**config.mk**
```make
export PLATFORM = sky130hd
export DESIGN_NAME = des_region_dispatcher_flat
export DESIGN_NICKNAME = d
export VERILOG_FILES = /design/src/rtl/des_region_dispatcher_if.sv /design/src/rtl/des_region_dispatcher.sv /design/src/flat_wrapper.sv
export SDC_FILE = /design/constraint.sdc
export NUM_CORES = 1
export LEC_CHECK = 0
export CAP_MARGIN = 20
export CORE_ASPECT_RATIO = 0.75
export CORE_MARGIN = 2
export CORE_UTILIZATION = 35
export CTS_CLUSTER_SIZE = 20
export DETAILED_ROUTE_END_ITERATION = 7
export PLACE_DENSITY = 0.5
export SETUP_SLACK_MARGIN = 0.5
export SLEW_MARGIN = 0
export SYNTH_ARGS = -nofsm -noshare
export SYNTH_HDL_FRONTEND = slang
export SYNTH_SLANG_ARGS = --single-unit
```
**constraint.sdc**
```tcl
create_clock -name clk -period 6.8 [get_ports clk]
set_clock_uncertainty 0.2 [all_clocks]
set_input_delay 2.04 -clock clk [delete_from_list [all_inputs] [get_ports clk]]
set_output_delay 2.04 -clock clk [all_outputs]
set_load 0.01 [all_outputs]
```
**src/rtl/des_region_dispatcher_if.sv**
```systemverilog
// des_region_dispatcher_if: job, DES and result channels of the region dispatcher
interface des_region_dispatcher_if #(
  parameter int REGION_W = 16,
  parameter int CNT_W = 10
);
  logic job_valid;
  logic job_ready;
  logic [REGION_W-1:0] job_region;
  logic des_start;
  logic [REGION_W-1:0] des_region_select;
  logic des_valid;
  logic [CNT_W-1:0] des_counter;
  logic des_done;
  logic res_valid;
  logic res_ready;
  logic [REGION_W-1:0] res_region;
  logic [CNT_W-1:0] res_counter;
  modport master (
    output job_valid, job_region, des_valid, des_counter, des_done, res_ready,
    input job_ready, des_start, des_region_select, res_valid, res_region, res_counter
  );
  modport slave (
    input job_valid, job_region, des_valid, des_counter, des_done, res_ready,
    output job_ready, des_start, des_region_select, res_valid, res_region, res_counter
  );
endinterface

```
**src/rtl/des_region_dispatcher.sv**
```systemverilog
// des_region_dispatcher: launches DES region jobs, supervises completion/timeout, queues hits
module des_region_dispatcher #(
  parameter int REGION_W = 16,
  parameter int CNT_W = 10,
  parameter int FIFO_DEPTH = 8,
  parameter int TIMEOUT = 4096
) (
  input  logic clk,
  input  logic rst_n,
  des_region_dispatcher_if.slave bus,
  output logic busy,
  output logic overflow,
  output logic timeout,
  output logic [15:0] jobs_done
);
  localparam int AW = $clog2(FIFO_DEPTH);
  localparam int TW = $clog2(TIMEOUT);
  localparam logic [TW-1:0] T_LAST = TW'(TIMEOUT - 1);
  localparam logic [AW:0] FULL = (AW + 1)'(FIFO_DEPTH);
  typedef enum logic [1:0] {IDLE, LAUNCH, RUN} state_t;
  state_t state;
  logic [TW-1:0] tcnt;
  logic [REGION_W+CNT_W-1:0] mem [FIFO_DEPTH];
  logic [AW-1:0] wr_ptr, rd_ptr;
  logic [AW:0] count;
  logic push, pop, wr;
  assign push = state == RUN && bus.des_valid;
  assign pop = bus.res_valid && bus.res_ready;
  // A full FIFO still accepts a hit when the head leaves in the same cycle
  assign wr = push && (count != FULL || pop);
  assign bus.res_valid = count != '0;
  assign {bus.res_region, bus.res_counter} = bus.res_valid ? mem[rd_ptr] : '0;
  always_ff @(posedge clk) begin
    if (!rst_n) begin
      state <= IDLE;
      bus.job_ready <= 1'b0;
      bus.des_start <= 1'b0;
      bus.des_region_select <= '0;
      busy <= 1'b0;
      timeout <= 1'b0;
      jobs_done <= '0;
      tcnt <= '0;
    end else begin
      bus.des_start <= 1'b0;
      case (state)
        IDLE:
          if (bus.job_valid && bus.job_ready) begin
            bus.des_region_select <= bus.job_region;
            bus.des_start <= 1'b1;
            bus.job_ready <= 1'b0;
            busy <= 1'b1;
            state <= LAUNCH;
          end else begin
            bus.job_ready <= 1'b1;
          end
        LAUNCH: begin
          tcnt <= '0;
          state <= RUN;
        end
        RUN:
          // des_done wins over a coincident timeout
          if (bus.des_done || tcnt == T_LAST) begin
            timeout <= timeout | ~bus.des_done;
            jobs_done <= jobs_done + 16'd1;
            busy <= 1'b0;
            bus.job_ready <= 1'b1;
            state <= IDLE;
          end else begin
            tcnt <= tcnt + TW'(1);
          end
        default: state <= IDLE;
      endcase
    end
  end
  always_ff @(posedge clk) begin
    if (!rst_n) begin
      wr_ptr <= '0;
      rd_ptr <= '0;
      count <= '0;
      overflow <= 1'b0;
    end else begin
      if (wr) wr_ptr <= wr_ptr + AW'(1);
      if (pop) rd_ptr <= rd_ptr + AW'(1);
      count <= count + (AW + 1)'(wr) - (AW + 1)'(pop);
      if (push && !wr) overflow <= 1'b1;
    end
  end
  always_ff @(posedge clk)
    if (wr) mem[wr_ptr] <= {bus.des_region_select, bus.des_counter};
endmodule

```
**src/flat_wrapper.sv**
```systemverilog
// flat-port wrapper written by rule: the top's interface ports become plain ports
module des_region_dispatcher_flat 
#(
  parameter int REGION_W = 16,
  parameter int CNT_W = 10,
  parameter int FIFO_DEPTH = 8,
  parameter int TIMEOUT = 4096
)
  (clk, rst_n, busy, overflow, timeout, jobs_done, bus_job_valid, bus_job_region, bus_des_valid, bus_des_counter, bus_des_done, bus_res_ready, bus_job_ready, bus_des_start, bus_des_region_select, bus_res_valid, bus_res_region, bus_res_counter);
  des_region_dispatcher_if #(.REGION_W(REGION_W), .CNT_W(CNT_W)) bus_i ();
  input  logic clk;
  input  logic rst_n;
  output logic busy;
  output logic overflow;
  output logic timeout;
  output logic [15:0] jobs_done;
  input wire logic [$bits(bus_i.job_valid)-1:0] bus_job_valid;
  input wire logic [$bits(bus_i.job_region)-1:0] bus_job_region;
  input wire logic [$bits(bus_i.des_valid)-1:0] bus_des_valid;
  input wire logic [$bits(bus_i.des_counter)-1:0] bus_des_counter;
  input wire logic [$bits(bus_i.des_done)-1:0] bus_des_done;
  input wire logic [$bits(bus_i.res_ready)-1:0] bus_res_ready;
  output wire logic [$bits(bus_i.job_ready)-1:0] bus_job_ready;
  output wire logic [$bits(bus_i.des_start)-1:0] bus_des_start;
  output wire logic [$bits(bus_i.des_region_select)-1:0] bus_des_region_select;
  output wire logic [$bits(bus_i.res_valid)-1:0] bus_res_valid;
  output wire logic [$bits(bus_i.res_region)-1:0] bus_res_region;
  output wire logic [$bits(bus_i.res_counter)-1:0] bus_res_counter;
  assign bus_i.job_valid = bus_job_valid;
  assign bus_i.job_region = bus_job_region;
  assign bus_i.des_valid = bus_des_valid;
  assign bus_i.des_counter = bus_des_counter;
  assign bus_i.des_done = bus_des_done;
  assign bus_i.res_ready = bus_res_ready;
  assign bus_job_ready = bus_i.job_ready;
  assign bus_des_start = bus_i.des_start;
  assign bus_des_region_select = bus_i.des_region_select;
  assign bus_res_valid = bus_i.res_valid;
  assign bus_res_region = bus_i.res_region;
  assign bus_res_counter = bus_i.res_counter;
  des_region_dispatcher #(.REGION_W(REGION_W), .CNT_W(CNT_W), .FIFO_DEPTH(FIFO_DEPTH), .TIMEOUT(TIMEOUT)) u_core (.clk(clk), .rst_n(rst_n), .bus(bus_i), .busy(busy), .overflow(overflow), .timeout(timeout), .jobs_done(jobs_done));
endmodule
```
---- After elaboration in Yosys (flattened, before gate mapping) ----
Memory sizes are Yosys's and may differ from the RTL's. A register that Yosys moved wholly into a read port is not among the register bits.
Cells that the tools add are included.
word-level totals
  logic and storage cells ................. 64
  memories ................................ 1
  bits of input ports ..................... 32
  memory bits (writable) .................. 208
  bits in registers ....................... 61
  output and inout port bits .............. 64
operators by class
  add/subtract/negate cells ............... 6
  eq/ne operators ......................... 7
  reduce and logical (&&, ||, !) cells .... 19
  bitwise gates (word level) .............. 2
  muxes and demuxes ....................... 17
memory list
  name        depth  width  read ports  clocked after memory_dff  wr ports  RTL line                     RTL
  u_core.mem  8      26     1           1                         1         des_region_dispatcher.sv:23  logic [REGION_W+CNT_W-1:0] mem [FIFO_DEPTH];
operator list
  kind                                                                   number
  26-bit 2-to-1 mux                                                      1
  12-bit case mux with 2 select lines                                    1
  16-bit by 1-bit adder with 16-bit output, second input constant        1
  12-bit by 1-bit adder with 12-bit output, second input constant        1
  12-bit equality test, second input constant                            1
  12-bit 2-to-1 mux                                                      1
  2-bit AND reduction                                                    6
  1-bit 2-to-1 mux                                                       7
  3-bit by 1-bit adder with 3-bit output, second input constant          2
  3-bit 2-to-1 mux                                                       2
  2-bit case mux with 3 select lines                                     1
  1-bit logical AND                                                      5
  4-bit by 1-bit adder with 4-bit output                                 1
  2-bit 2-to-1 mux                                                       2
  2-bit != test, second input constant                                   2
  4-bit != test, second input constant                                   1
  1-bit case mux with 2 select lines                                     2
  2-bit nonzero test                                                     2
  4-bit nonzero test                                                     1
  4-bit by 1-bit subtractor with 4-bit output                            1
  3-bit AND reduction                                                    1
  2-bit by 1-bit equality test with 1-bit output, second input constant  1
  2-bit equality test, second input constant                             1
  2-bit zero test                                                        1
  5 further kinds                                                        6

---- Depth between registers and ports, before layout ----
  depth in word-level cells ............... 6
  depth in mapped cells ................... 13
  depth with buffers taken out ............ 12

---- Worst setup path after synthesis ----
OpenSTA, ideal clock, no wires.
  path type ............................... input port to flip-flop
  start ................................... in bus_res_ready
  end ..................................... mem u_core.mem[1][0] in the netlist's numbering, enable pin
  cell stages on the path ................. 4
  path slack .............................. 1.467 ns
  buffers on the path ..................... 0
  data arrival time ....................... 4.685 ns
  setup time .............................. 0.447 ns
  data required time ...................... 6.153 ns
  path through ............................ nand2b_1 -> a311oi_4 -> nand2_1 -> nor3b_1
between the ends
  longest elaborated chain between the ends .. 5
ends and longest elaborated chain
  element                                 RTL line                     RTL
  start: declaration                      flat_wrapper.sv:22           input wire logic [$bits(bus_i.res_ready)-1:0] bus_res_ready;
  1-bit logical AND                       des_region_dispatcher.sv:28  assign pop = bus.res_valid && bus.res_ready;
  1-bit logical OR                        des_region_dispatcher.sv:30  assign wr = push && (count != FULL || pop);
  1-bit logical AND                       des_region_dispatcher.sv:30
  named net u_core.wr                     des_region_dispatcher.sv:26  logic push, pop, wr;
  1-bit 2-to-1 mux                        des_region_dispatcher.sv:89  if (wr) mem[wr_ptr] <= {bus.des_region_select, bus.des_counter};
  1-bit 2-to-1 mux (not written as such)  des_region_dispatcher.sv:89
  end: declaration                        des_region_dispatcher.sv:23
The timed path passes the listed nets, and every way through them passes these cells.

==> flow_summary.yaml <==
synth:
  post_synthesis_adder_cell_area_fraction_pct: 1.33
  synthDominantCellAreaShare_pct: 57.4
  synth_area_per_cell_um2: 15.8
  netlist_instances: 687
  fraction_of_the_mapped_netlist_area_in_compound_gates_pct: 4.98
  synthesis.nets: 730
  synthTopCellsByArea: "edfxtp_1 57%, dfxtp_1 12%, mux4_2 11%, mux2i_1 2.8%, a21oi_1 1.8%"
  mappedNetlistArea_mm2: 0.0109
  netlist-cell-type-count: 51
  ys.warnings.count: 0
  synth_top_family_by_area: "multiplexers"
  synthMuxAreaShare_pct: 13.6
  synth-main-ff-cell: "edfxtp_1"
  async_reset_ff_share_pct: 0
  synth_xor_area_share_pct: 0.402
  synth_area_leader_cell: "edfxtp_1"
  ys_ff_latch: 272
  synth_enable_flop_cells: 208
  seq_area_frac_synth_pct: 69.1
  synth_simple_gate_area_share_pct: 8.41
cts:
  cts.root.buffer_cell: "clkbuf_16"
  htree_num_levels: 1
  cts.hold.buffers_added: 0
  ctsResizeCount: 0
  numCtsBuffers: 28
  cts_buffer_depth: 3
  clkSlewWorstSetupHoldPaths_ps: 60
  clk_sinks: 272
  cts_tree: "done"
  post-cts-setup-buffer-count: 0
  worstSkewPairLatency_ps: 530
floorplanning:
  placement_rows: 55
  ioPinCount: 96
  die-width_um: 208
  floorplan.die_area_mm2: 0.0325
  die_h_um: 157
  initial_core_util_pct: 35.8
  core-area_mm2: 0.0304
worst_setup_path:
  worst-r2r-setup-slack_ps: 3640
  crit_required_ps: 4560
  crit_path_end_kind: "output pin"
  worstPathCellList: "buf_4, mux4_2, mux2i_1, nor2_1, clkdlybuf4s50_1"
  setup.worst_path.start_class: "register"
  crit_family: "flip-flops"
  critPathMaxStageDelay_ps: 900
  largest_fanout_on_the_critical_path: 41
  critical_path_buf_inv_count: 2
  worst-endpoint-arrival_ps: 3140
  timing_worst_setup_path_type: "reg2out"
  slowest_stage: "dfxtp_4"
sta:
  setup_viol: 0
  final_period_minus_worst_setup_slack_ps: 5380
  final.setup.worst_slack_ps: 1420
  max_freq_mhz: 186
  final-hold-violation-count: 0
  unrepaired_setup_endpoints_after_global_routing: "no"
  worst-slew-pin-transition_ps: 1050
  total_negative_slack_for_setup_checks_ps: 0
  drv_slew: 0
  worst_slew_margin_rel_pct: 30.2
  min_period_over_period_pct: 79.1
place:
  gpl.final_weighted_congestion: 0.768
  post-dp-hpwl_um: 14700
  pre_cts_ws_ps: 1880
  buffer_ports.inserted: 95
final_layout:
  mostFrequentLayoutCell: "edfxtp_1"
  areaGrowthSynthToFinish_pct: 22.1
  finalNetCount: 826
  commonest_cells_after_routing_fill_and_taps_aside: "208 x edfxtp_1, 95 x clkdlybuf4s50_1, 61 x dfxtp_1, 52 x mux4_2, 51 x nand2_1"
  layout.core_utilization_pct: 43.7
  layout_cells_sized_above_1_pct: 15.9
power_and_ir_drop:
  p_per_area_mw_per_mm2: 332
  final_total_power_mw: 4.42
  cellLeakagePower_nw: 4.16
  highest_ir_drop_seen_on_vdd_mv: 0.177
routing:
  detail-route-antenna-nets: 0
  drt_wl_total_um: 24800
  drt-vias-per-instance: 5.23
  num_vias: 6299
  post_drt_wl_per_cell_um: 20.6
  drt_first_iter_violations: 448
  remaining_design_rule_violation_count: 0
  drt-pass1-iter-count: 5
worst_hold_path:
  hp-class: "reg2reg"
grt:
  grt_first_pass_wirelength_um: 39000
  grt_util_all_layers_pct: 15.5
  grt_max_degree: 42
  first_global_vias: 6587
  grt_antenna_before_repair: 1
  grt.overflow.total: 0
outcome:
  run_status: "finished clean"
job:
  max-cap-violations: 0
==> metrics by stage <==
stage / hold WS, ps / cells / cell area [um2]
2_1_floorplan: 268 / 687 / 10900
3_3_place_gp: 252 / 1152 / 12300
3_5_place_dp: 261 / 1152 / 12300
4_1_cts: 275 / 1204 / 13300
5_1_grt: 309 / 1205 / 13300
6_report: 267 / 1205 / 13300
==> path summary, 6_finish.rpt <==
path / from / end / cells past startpoint
hold / removal: u_core.timeout / u_core.timeout / 1
hold reg to reg: u_core.timeout / u_core.timeout / 1
setup / recovery: register / bus_res_region[9] / 5
setup reg to reg: u_core.count[1] / u_core.count[2] / 11
==> state kept, by name, summed over array words and instances (netlist names), named ones only <==
signal                        cells
u_core.timeout                    1
u_core.bus.job_ready              1
u_core.wr_ptr                     3
u_core.count                      4
u_core.bus.des_start              1
u_core.mem                      208
u_core.rd_ptr                     3
u_core.tcnt                      12
u_core.bus.des_region_select     16
u_core.overflow                   1
u_core.state                      2
u_core.busy                       1
u_core.jobs_done                 16
==> synthesized netlist by cell type (all sizes together), types with 9 or more instances <==
cell and count:
nand4 9, or4 11, o31ai 10, nor2 46, clkbuf 24, buf 17, a21oi 39, nand3 15
mux4 52, mux2i 31, edfxtp 208, ha 10, dfxtp 64, inv 15, nand2 51
==> power by group <==
part           leakage [nW]  switching (mW)  internal, mW
Combinational          1.27           0.371         0.497
Clock                 0.482           0.620         0.997
Sequential             2.41           0.117          1.82
==> area by class of cell <==
type                            instances  area [um2]
Antenna cell                            1        2.50
Timing Repair Buffer                  107        1040
Tap cell                              399         499
Inverter                               15        56.3
Sequential cell                       272        7530
Clock inverter                         17         211
Fill cell                            2694       17100
Clock buffer                           35         778
Multi-Input combinational cell        359        3170
==> per-layer routing <==
layer  share of wire, %  global-route usage, %
met2                 46                   25.2
met3                4.2                   2.41
met1                 48                   21.8
met4                1.6                   3.92
met5                  0                      0
==> worst reg2reg max path, delay by kind of cell (launching register included) <==
family	cells	cell delay (ps)
adder cells (fa/ha/maj)	3	910
flip-flops	1	340
buffers and inverters	3	560
AND/OR/NAND/NOR	4	830
XOR/XNOR	1	180
==> logic make-up after synthesis <==
| logic type | after synthesis |
|---|---|
| buffers and inverters | 56 |
| xor gates and xnor gates | 5 |
| and+or+nand+nor | 180 |
| adders and majority gates | 11 |
| AOI/OAI and AO/OA | 80 |
| muxes | 83 |
| DFF | 272 |
(Power assumes the default switching activity.)
